===== config.mk =====
export PLATFORM = sky130hd
export DESIGN_NAME = ctrl_conv2d_param_flat
export DESIGN_NICKNAME = d
export VERILOG_FILES = /design/src/rtl/ctrl_conv2d_param_if.sv /design/src/rtl/ctrl_conv2d_param.sv /design/src/flat_wrapper.sv
export SDC_FILE = /design/constraint.sdc
export NUM_CORES = 1
export LEC_CHECK = 0
export ABC_AREA = 1
export BUFFER_PORTS_ARGS = -buffer_cell sky130_fd_sc_hd__clkbuf_2
export CAP_MARGIN = 10
export CORE_MARGIN = 3
export CORE_UTILIZATION = 50
export CTS_CLUSTER_DIAMETER = 40
export DETAILED_ROUTE_END_ITERATION = 16
export GPL_ROUTABILITY_DRIVEN = 0
export PLACE_DENSITY = 0.76
export SYNTH_ARGS = -nofsm -noshare
export SYNTH_HDL_FRONTEND = slang
export SYNTH_SLANG_ARGS = --single-unit

===== constraint.sdc =====
create_clock -name clk -period 1.52 [get_ports clk]
set_input_delay 0.228 -clock clk [delete_from_list [all_inputs] [get_ports clk]]
set_output_delay 0.228 -clock clk [all_outputs]
set_load 0.1 [all_outputs]

===== src/rtl/ctrl_conv2d_param_if.sv =====
// Handshake and address bus between the conv2d window sequencer and its user/MAC engine.
// The master side issues start, bases and done; the slave (the sequencer) drives addresses and status.
interface ctrl_conv2d_param_if #(
  parameter int AW = 14
);
  logic          start;
  logic [AW-1:0] pix_base_addr;
  logic [AW-1:0] kernel_base_addr;
  logic [AW-1:0] base_result_addr;
  logic          done;
  logic [AW-1:0] pix_addr;
  logic [AW-1:0] kernel_addr;
  logic [AW-1:0] result_addr;
  logic          en;
  logic          ack;
  logic          busy;
  logic          completed;

  modport master (
    output start, pix_base_addr, kernel_base_addr, base_result_addr, done,
    input  pix_addr, kernel_addr, result_addr, en, ack, busy, completed
  );

  modport slave (
    input  start, pix_base_addr, kernel_base_addr, base_result_addr, done,
    output pix_addr, kernel_addr, result_addr, en, ack, busy, completed
  );
endinterface


===== src/rtl/ctrl_conv2d_param.sv =====
// Window sequencer for a parameterised 2-D convolution: walks col, row, channel and hands
// each window's pixel, kernel and result addresses to a MAC engine with an en/done/ack handshake.
module ctrl_conv2d_param #(
  parameter int IMG_W  = 48,
  parameter int IMG_H  = 48,
  parameter int K      = 3,
  parameter int STRIDE = 1,
  parameter int CH     = 1,
  parameter int AW     = 14
) (
  input  logic                 clk,
  input  logic                 rst,
  ctrl_conv2d_param_if.slave   bus
);

  localparam int OUT_W = (IMG_W - K) / STRIDE + 1;
  localparam int OUT_H = (IMG_H - K) / STRIDE + 1;

  localparam int COL_W = (OUT_W > 1) ? $clog2(OUT_W) : 1;
  localparam int ROW_W = (OUT_H > 1) ? $clog2(OUT_H) : 1;
  localparam int CH_W  = (CH > 1)    ? $clog2(CH)    : 1;

  localparam logic [COL_W-1:0] COL_LAST = COL_W'(OUT_W - 1);
  localparam logic [ROW_W-1:0] ROW_LAST = ROW_W'(OUT_H - 1);
  localparam logic [CH_W-1:0]  CH_LAST  = CH_W'(CH - 1);

  // Address steps; all address arithmetic wraps silently at 2^AW.
  localparam logic [AW-1:0] COL_STEP = AW'(STRIDE);
  localparam logic [AW-1:0] ROW_STEP = AW'(STRIDE * IMG_W);
  localparam logic [AW-1:0] CH_STEP  = AW'(IMG_W * IMG_H);
  localparam logic [AW-1:0] KER_STEP = AW'(K * K);

  typedef enum logic [1:0] {
    IDLE,
    ISSUE,
    ACK,
    FINISH
  } state_t;

  state_t            state_q;
  logic [COL_W-1:0]  col_q;
  logic [ROW_W-1:0]  row_q;
  logic [CH_W-1:0]   ch_q;

  // pix_q is the live window address; row_pix_q / ch_pix_q remember the start of the
  // current row and channel so wrapping needs only an add, never a multiply.
  logic [AW-1:0]     pix_q;
  logic [AW-1:0]     row_pix_q;
  logic [AW-1:0]     ch_pix_q;
  logic [AW-1:0]     ker_q;
  logic [AW-1:0]     res_q;

  logic              en_q;
  logic              ack_q;
  logic              busy_q;
  logic              completed_q;

  logic [AW-1:0]     row_pix_nxt;
  logic [AW-1:0]     ch_pix_nxt;

  assign row_pix_nxt = row_pix_q + ROW_STEP;
  assign ch_pix_nxt  = ch_pix_q + CH_STEP;

  always_ff @(posedge clk) begin
    // NOTE: reset is tested first so it wins over start/done in the same cycle; every
    // register, including the address registers, is cleared so outputs read 0 after reset.
    if (rst) begin
      state_q     <= IDLE;
      col_q       <= '0;
      row_q       <= '0;
      ch_q        <= '0;
      pix_q       <= '0;
      row_pix_q   <= '0;
      ch_pix_q    <= '0;
      ker_q       <= '0;
      res_q       <= '0;
      en_q        <= 1'b0;
      ack_q       <= 1'b0;
      busy_q      <= 1'b0;
      completed_q <= 1'b0;
    end else begin
      unique case (state_q)
        IDLE: begin
          if (bus.start) begin
            col_q     <= '0;
            row_q     <= '0;
            ch_q      <= '0;
            pix_q     <= bus.pix_base_addr;
            row_pix_q <= bus.pix_base_addr;
            ch_pix_q  <= bus.pix_base_addr;
            ker_q     <= bus.kernel_base_addr;
            res_q     <= bus.base_result_addr;
            en_q      <= 1'b1;
            busy_q    <= 1'b1;
            state_q   <= ISSUE;
          end
        end

        ISSUE: begin
          if (bus.done) begin
            en_q    <= 1'b0;
            ack_q   <= 1'b1;
            state_q <= ACK;
          end
        end

        ACK: begin
          ack_q <= 1'b0;
          if (col_q != COL_LAST) begin
            col_q   <= col_q + COL_W'(1);
            pix_q   <= pix_q + COL_STEP;
            res_q   <= res_q + AW'(1);
            en_q    <= 1'b1;
            state_q <= ISSUE;
          end else if (row_q != ROW_LAST) begin
            col_q     <= '0;
            row_q     <= row_q + ROW_W'(1);
            row_pix_q <= row_pix_nxt;
            pix_q     <= row_pix_nxt;
            res_q     <= res_q + AW'(1);
            en_q      <= 1'b1;
            state_q   <= ISSUE;
          end else if (ch_q != CH_LAST) begin
            col_q     <= '0;
            row_q     <= '0;
            ch_q      <= ch_q + CH_W'(1);
            ch_pix_q  <= ch_pix_nxt;
            row_pix_q <= ch_pix_nxt;
            pix_q     <= ch_pix_nxt;
            ker_q     <= ker_q + KER_STEP;
            res_q     <= res_q + AW'(1);
            en_q      <= 1'b1;
            state_q   <= ISSUE;
          end else begin
            completed_q <= 1'b1;
            state_q     <= FINISH;
          end
        end

        FINISH: begin
          completed_q <= 1'b0;
          busy_q      <= 1'b0;
          state_q     <= IDLE;
        end

        default: state_q <= IDLE;
      endcase
    end
  end

  assign bus.pix_addr    = pix_q;
  assign bus.kernel_addr = ker_q;
  assign bus.result_addr = res_q;
  assign bus.en          = en_q;
  assign bus.ack         = ack_q;
  assign bus.busy        = busy_q;
  assign bus.completed   = completed_q;

endmodule


===== src/flat_wrapper.sv =====
// flat-port wrapper written by rule: the top's interface ports become plain ports
module ctrl_conv2d_param_flat 
#(
  parameter int IMG_W  = 48,
  parameter int IMG_H  = 48,
  parameter int K      = 3,
  parameter int STRIDE = 1,
  parameter int CH     = 1,
  parameter int AW     = 14
)
  (clk, rst, bus_start, bus_pix_base_addr, bus_kernel_base_addr, bus_base_result_addr, bus_done, bus_pix_addr, bus_kernel_addr, bus_result_addr, bus_en, bus_ack, bus_busy, bus_completed);
  ctrl_conv2d_param_if #(.AW(AW)) bus_i ();
  input  logic clk;
  input  logic rst;
  input wire logic [$bits(bus_i.start)-1:0] bus_start;
  input wire logic [$bits(bus_i.pix_base_addr)-1:0] bus_pix_base_addr;
  input wire logic [$bits(bus_i.kernel_base_addr)-1:0] bus_kernel_base_addr;
  input wire logic [$bits(bus_i.base_result_addr)-1:0] bus_base_result_addr;
  input wire logic [$bits(bus_i.done)-1:0] bus_done;
  output wire logic [$bits(bus_i.pix_addr)-1:0] bus_pix_addr;
  output wire logic [$bits(bus_i.kernel_addr)-1:0] bus_kernel_addr;
  output wire logic [$bits(bus_i.result_addr)-1:0] bus_result_addr;
  output wire logic [$bits(bus_i.en)-1:0] bus_en;
  output wire logic [$bits(bus_i.ack)-1:0] bus_ack;
  output wire logic [$bits(bus_i.busy)-1:0] bus_busy;
  output wire logic [$bits(bus_i.completed)-1:0] bus_completed;
  assign bus_i.start = bus_start;
  assign bus_i.pix_base_addr = bus_pix_base_addr;
  assign bus_i.kernel_base_addr = bus_kernel_base_addr;
  assign bus_i.base_result_addr = bus_base_result_addr;
  assign bus_i.done = bus_done;
  assign bus_pix_addr = bus_i.pix_addr;
  assign bus_kernel_addr = bus_i.kernel_addr;
  assign bus_result_addr = bus_i.result_addr;
  assign bus_en = bus_i.en;
  assign bus_ack = bus_i.ack;
  assign bus_busy = bus_i.busy;
  assign bus_completed = bus_i.completed;
  ctrl_conv2d_param #(.IMG_W(IMG_W), .IMG_H(IMG_H), .K(K), .STRIDE(STRIDE), .CH(CH), .AW(AW)) u_core (.clk(clk), .rst(rst), .bus(bus_i));
endmodule

# Yosys cells after proc, flatten, opt, wreduce, memory -nomap -nowiden
# Cells that the tools add are included.
# W data, S select, Z words.
[word_totals] ff_bits=89 inputBits=46 word_cells=101
[op_classes] n_addsub=8 n_eq_ne=13 mux=52 reduce_logical=15
[op_table] operator="$mux W14" count=15
[op_table] operator="$pmux W14 S2" count=5
[op_table] operator="$mux W6" count=6
[op_table] operator="$add A14 B1 Y14 const B" count=2
[op_table] operator="$pmux W6 S2" count=2
[op_table] operator="$reduce_and A4 Y1" count=4
[op_table] operator="$add A14 B12 Y14 const B" count=1
[op_table] operator="$add A14 B4 Y14 const B" count=1
[op_table] operator="$add A14 B6 Y14 const B" count=1
[op_table] operator="$mux W1" count=13
[op_table] operator="$add A6 B1 Y6 const B" count=2
[op_table] operator="$ne A6 B6 Y1 const B" count=2
[op_table] operator="$mux W2" count=5
[op_table] operator="$ne A2 B2 Y1 const B" count=5
[op_table] operator="$pmux W1 S2" count=4
[op_table] operator="$pmux W2 S4" count=1
[op_table] operator="$reduce_bool A2 Y1" count=4
[op_table] operator="$reduce_and A2 Y1" count=3
[op_table] operator="$reduce_and A5 Y1" count=1
[op_table] operator="$eq A2 B2 Y1 const B" count=2
[op_table] operator="$ne A4 B1 Y1 const B" count=1
[op_table] operator="$ne A3 B1 Y1 const B" count=1
[op_table] operator="$pmux W1 S3" count=1
[op_table] operator="$reduce_and A3 Y1" count=1
[op_table] operator="5 further kinds" count=5

# Longest topological paths before layout
[depth] ltp_word=5 depth_mapped=12 mapped_depth_nobuf=11

# Worst setup path before layout
# Ideal clock, no wire load.
[synth_path] path_type="flip-flop to flip-flop" from="register u_core.pix_q[0], in the netlist u_core.bus.pix_addr[0]" to="register u_core.pix_q[8], in the netlist u_core.bus.pix_addr[8]" required_time_ns=1.400 setup_time_ns=0.120 arrival_ns=2.109 path_slack_ns=-0.708 path_buffers=0 stages_incl_launch_ff=10 path_cell_list="dfxtp_1 ha_1 nand2_1 nor2_1 nand2_1 xnor2_1 nand2_1 nand2_1 nor2_1 nor2_1"
[synth_via] elab_chain_cells=3
[synth_lines] element="start, declared" line_no="ctrl_conv2d_param.sv:47" rtl="logic [AW-1:0] pix_q;"
[synth_lines] element="start signal, assigned" line_no="ctrl_conv2d_param.sv:88" rtl="pix_q <= bus.pix_base_addr;"
[synth_lines] element="start signal, assigned" line_no="ctrl_conv2d_param.sv:111" rtl="pix_q <= pix_q + COL_STEP;"
[synth_lines] element="start signal, assigned" line_no="ctrl_conv2d_param.sv:119" rtl="pix_q <= row_pix_nxt;"
[synth_lines] element="$add A14 B1 Y14" line_no="ctrl_conv2d_param.sv:111"
[synth_lines] element="$mux W14" line_no="ctrl_conv2d_param.sv:109" rtl="if (col_q != COL_LAST) begin"
[synth_lines] element="$pmux W14 S2" line_no="ctrl_conv2d_param.sv:82" rtl="unique case (state_q)"
# Every way passes these cells.
# A chain may end at the register's enable or synchronous reset.

# Worst setup path in the final report
[layout_path] from="register u_core.row_q[1]" to="register u_core.col_q[5]"
[layout_via] elab_chain_cells=4
[layout_lines] element="start, declared" line_no="ctrl_conv2d_param.sv:42" rtl="logic [ROW_W-1:0] row_q;"
[layout_lines] element="start signal, assigned" line_no="ctrl_conv2d_param.sv:117" rtl="row_q <= row_q + ROW_W'(1);"
[layout_lines] element="$ne A6 B6 Y1 (*)" line_no="ctrl_conv2d_param.sv:115" rtl="end else if (row_q != ROW_LAST) begin"
[layout_lines] element="$mux W6" line_no="ctrl_conv2d_param.sv:115"
[layout_lines] element="$mux W6" line_no="ctrl_conv2d_param.sv:109"
[layout_lines] element="$pmux W6 S2" line_no="ctrl_conv2d_param.sv:82"
[layout_lines] element="end signal, assigned" line_no="ctrl_conv2d_param.sv:110" rtl="col_q <= col_q + COL_W'(1);"
[layout_lines] element="end, declared" line_no="ctrl_conv2d_param.sv:41" rtl="logic [COL_W-1:0] col_q;"
# Mark *: on every way between the ends. The rest lies on a longest branch, timed or not.

==> flow_metrics.tcl <==
set metrics [dict create \
    grt_pass1_wl_um 24500 \
    die_w_um 106 \
    worstMarginPinSlew_ns 0.550 \
    yosysWarnings 0 \
    grt_overflow_total 0 \
    avgSynthCellArea_um2 6.46 \
    synthMuxAreaShare_pct 0 \
    drt_wl_total_um 15500 \
    fill_cells 788 \
    yosys.cell_types.count 39 \
    ys_ff_latch 88 \
    slowest_delay_ns 0.34 \
    die-area_mm2 0.0112 \
    pwr-share-seq_pct 38.9 \
    gr-usage-all-layers_pct 26.5 \
    hold_path.class "in2reg" \
    startpoint "u_core.row_q[1]" \
    synth-simple-area-share_pct 35.4 \
    finalSetupViolations 40 \
    clock-root-buffer "clkbuf_8" \
    yosysMostFrequentCell "nand2_1" \
    fin_crit_sh_pct 107 \
    final_util_pct 70.5 \
    comb_power_share_pct 37.1 \
    cts_buffers 9 \
    startpoint_type "register" \
    synth_top_family_by_area "simple AND/OR/NAND/NOR gates" \
    final_nets 962 \
    p_int_mw 4.21 \
    status "finished, violations left" \
    setup_ws_ns -0.109 \
    netlist_area_mm2 0.00498 \
    vias 5680 \
    synth_top_area_share_pct 35.4 \
    ir_worst_vdd_v 0.000645 \
    max_freq_mhz 614 \
    via_per_inst 5.45 \
    maxCapViolCount 0 \
    drt_first_pass_iters 5 \
    timing.rr.start "u_core.row_q[1]" \
    drcViolationCount 0 \
    antenna_left 0 \
    swShare_pct 42.4 \
    synth_area_leaders "dfxtp_1 35%, nand2_1 14%, nor2_1 8.8%, o21ai_0 8.0%, a21oi_1 6.6%" \
    cts_tree "built" \
    drive_gt1_share_pct 32.0 \
    synth_common_cells "189 x nand2_1, 117 x nor2_1, 88 x dfxtp_1, 80 x o21ai_0, 72 x inv_1" \
    async_flop_share_pct 0 \
    cts.sinks 88 \
    synth_compound_area_share_pct 17.3 \
    skew_ns 0.0150 \
    fp-row-count 35 \
    grt_pass1_vias 5312 \
    slew_headroom_pct 63.5 \
    htreeDepth 3 \
    drt_iter0_drc 361 \
    violations "negative setup slack" \
    ios 92 \
    hp-start "bus_kernel_base_addr[3]" \
    p_clk_share_pct 24.0 \
    p_leak_nw 3.03 \
    slew_viol_final 0 \
    path_class "reg2reg" \
    hold_viol_final 0 \
    yosys.area_share.adder_pct 2.01 \
    finalCriticalPeriod_ns 1.63 \
    power_density_mw_per_mm2 1100 \
    worstPathRequired_ns 1.77 \
    synthXorXnorAreaFrac_pct 0.879 \
    end_kind "register" \
    cp_max_fo 7 \
    yosys_most_used_dff "dfxtp_1" \
    diodes 0 \
    ys_seq_area_share_pct 35.4 \
    clk_path_buf_depth 2 \
    netlist_instances 771 \
    core_area_mm2 0.00946 \
    wl_per_cell_um 14.9 \
    clk_latency_ns 0.37 \
    grt_max_degree 37 \
    rsz0062_at_grt "yes" \
    io_buffers 91 \
    syn_nets 825 \
    antenna_found_initial 0 \
    dp_hpwl_um 10800 \
    clk_pin_slew_ns 0.10 \
    cpMostUsedCell "nand3_4" \
    die_y_um 106 \
    ctsHoldBuffers 0 \
    crit_chain "inv_2 > ha_4 > nand3_4 > nor2_8 > nand3_4 > nand2_8 > buf_6 > o21ai_1 > nor3b_2" \
    syn_to_final_growth_pct 33.9 \
    post-synth-top-area-cell "dfxtp_1" \
    crit_path_top_delay_cell "dfxtp_2" \
    timing.hold.ws_ns 0.0796 \
    p_sw_mw 3.10 \
    synth_edf_count 0 \
    initial_core_util_pct 52.7 \
    cp.arrival_ns 1.88 \
]
[state kept, by name, indices dropped and copies added (netlist names)]
signal	count
u_core.bus.en	1
u_core.row_pix_q	14
u_core.col_q	6
u_core.bus.kernel_addr	14
u_core.bus.result_addr	14
u_core.row_q	6
u_core.state_q	2
u_core.bus.completed	1
u_core.ch_pix_q	14
u_core.bus.ack	1
u_core.bus.busy	1
u_core.bus.pix_addr	14
[kinds of logic (layout without fill, tap and decap cells)]
logic type,count (synthesis),after routing
xor+xnor,5,5
fa+ha+maj,8,8
compound gates,164,164
flops,88,88
buf+inv,109,249
simple gates,397,399
[critical path: cells and delay by family, from the launching register on]
kind,cells,cell delay [ns]
compound gates,1,0.08
fa+ha+maj,1,0.14
buf+inv,2,0.22
flops,1,0.34
simple gates,5,0.73
[stage by stage]
stage / std cells / cell area, µm² / power, mW / worst slack [ns] / TNS, ns
floorplan: 771 / 5150 / 4.73 / -0.0234 / -0.0614
global placement: 1014 / 6030 / 5.27 / -0.0542 / -0.255
detailed placement: 1014 / 6030 / 5.33 / -0.0952 / -1.37
CTS: 1034 / 6330 / 7.08 / -0.0842 / -1.36
global route: 1042 / 6670 / 7.67 / -0.211 / -6.64
finish: 1042 / 6670 / 7.31 / -0.109 / -1.58
[cell usage in the layout, fill, tap and decap left out, types with 19 or more instances in the layout]
| master | n |
|---|---|
| nand2_1 | 178 |
| nor2_1 | 108 |
| clkbuf_2 | 90 |
| inv_1 | 70 |
| a21oi_1 | 55 |
| dfxtp_1 | 54 |
| buf_4 | 48 |
| nand3_1 | 44 |
| o21ai_0 | 41 |
| o21ai_1 | 28 |
| dfxtp_2 | 19 |
[layout make-up]
cell class,count,area (µm²),area share (%)
multi-input combinational,576,3090,46.3
sequential,88,1840,27.6
timing repair buffer,155,1050,15.8
inverter,78,310,4.65
clock buffer,12,188,2.81
tap,129,161,2.42
clock inverter,4,30.0,0.450
[power by group through the flow]
stage          Combinational (mW)  Clock (mW)  Sequential (mW)
5_1_grt                      2.91        1.87             2.88
3_5_place_dp                 2.45           0             2.88
3_3_place_gp                 2.41           0             2.87
2_1_floorplan               0.959           0             3.77
4_1_cts                      2.50        1.76             2.83
6_report                     2.72        1.75             2.85
[path summary, 6_finish.rpt]
check | to | slack (ns) | depth (start not counted)
hold / removal | u_core.bus.kernel_addr[3] | 0.08 | 3
setup / recovery | u_core.col_q[5] | -0.11 | 9
hold reg to reg | u_core.bus.kernel_addr[11] | 0.47 | 2
setup reg to reg | u_core.col_q[5] | -0.11 | 9
[routing by layer]
metal	routed length, µm	track usage, %
met1	6430	33.6
met5	0	0
met4	500	11.7
met3	1020	4.35
met2	7530	44.2
[repair_timing]
item	in CTS	in global routing
gates cloned	0	2
resized for setup	21	86
setup buffers	4	6
setup endpoints to repair	49	55
pin swaps	13	13
Power figures use the tool's default switching activity.
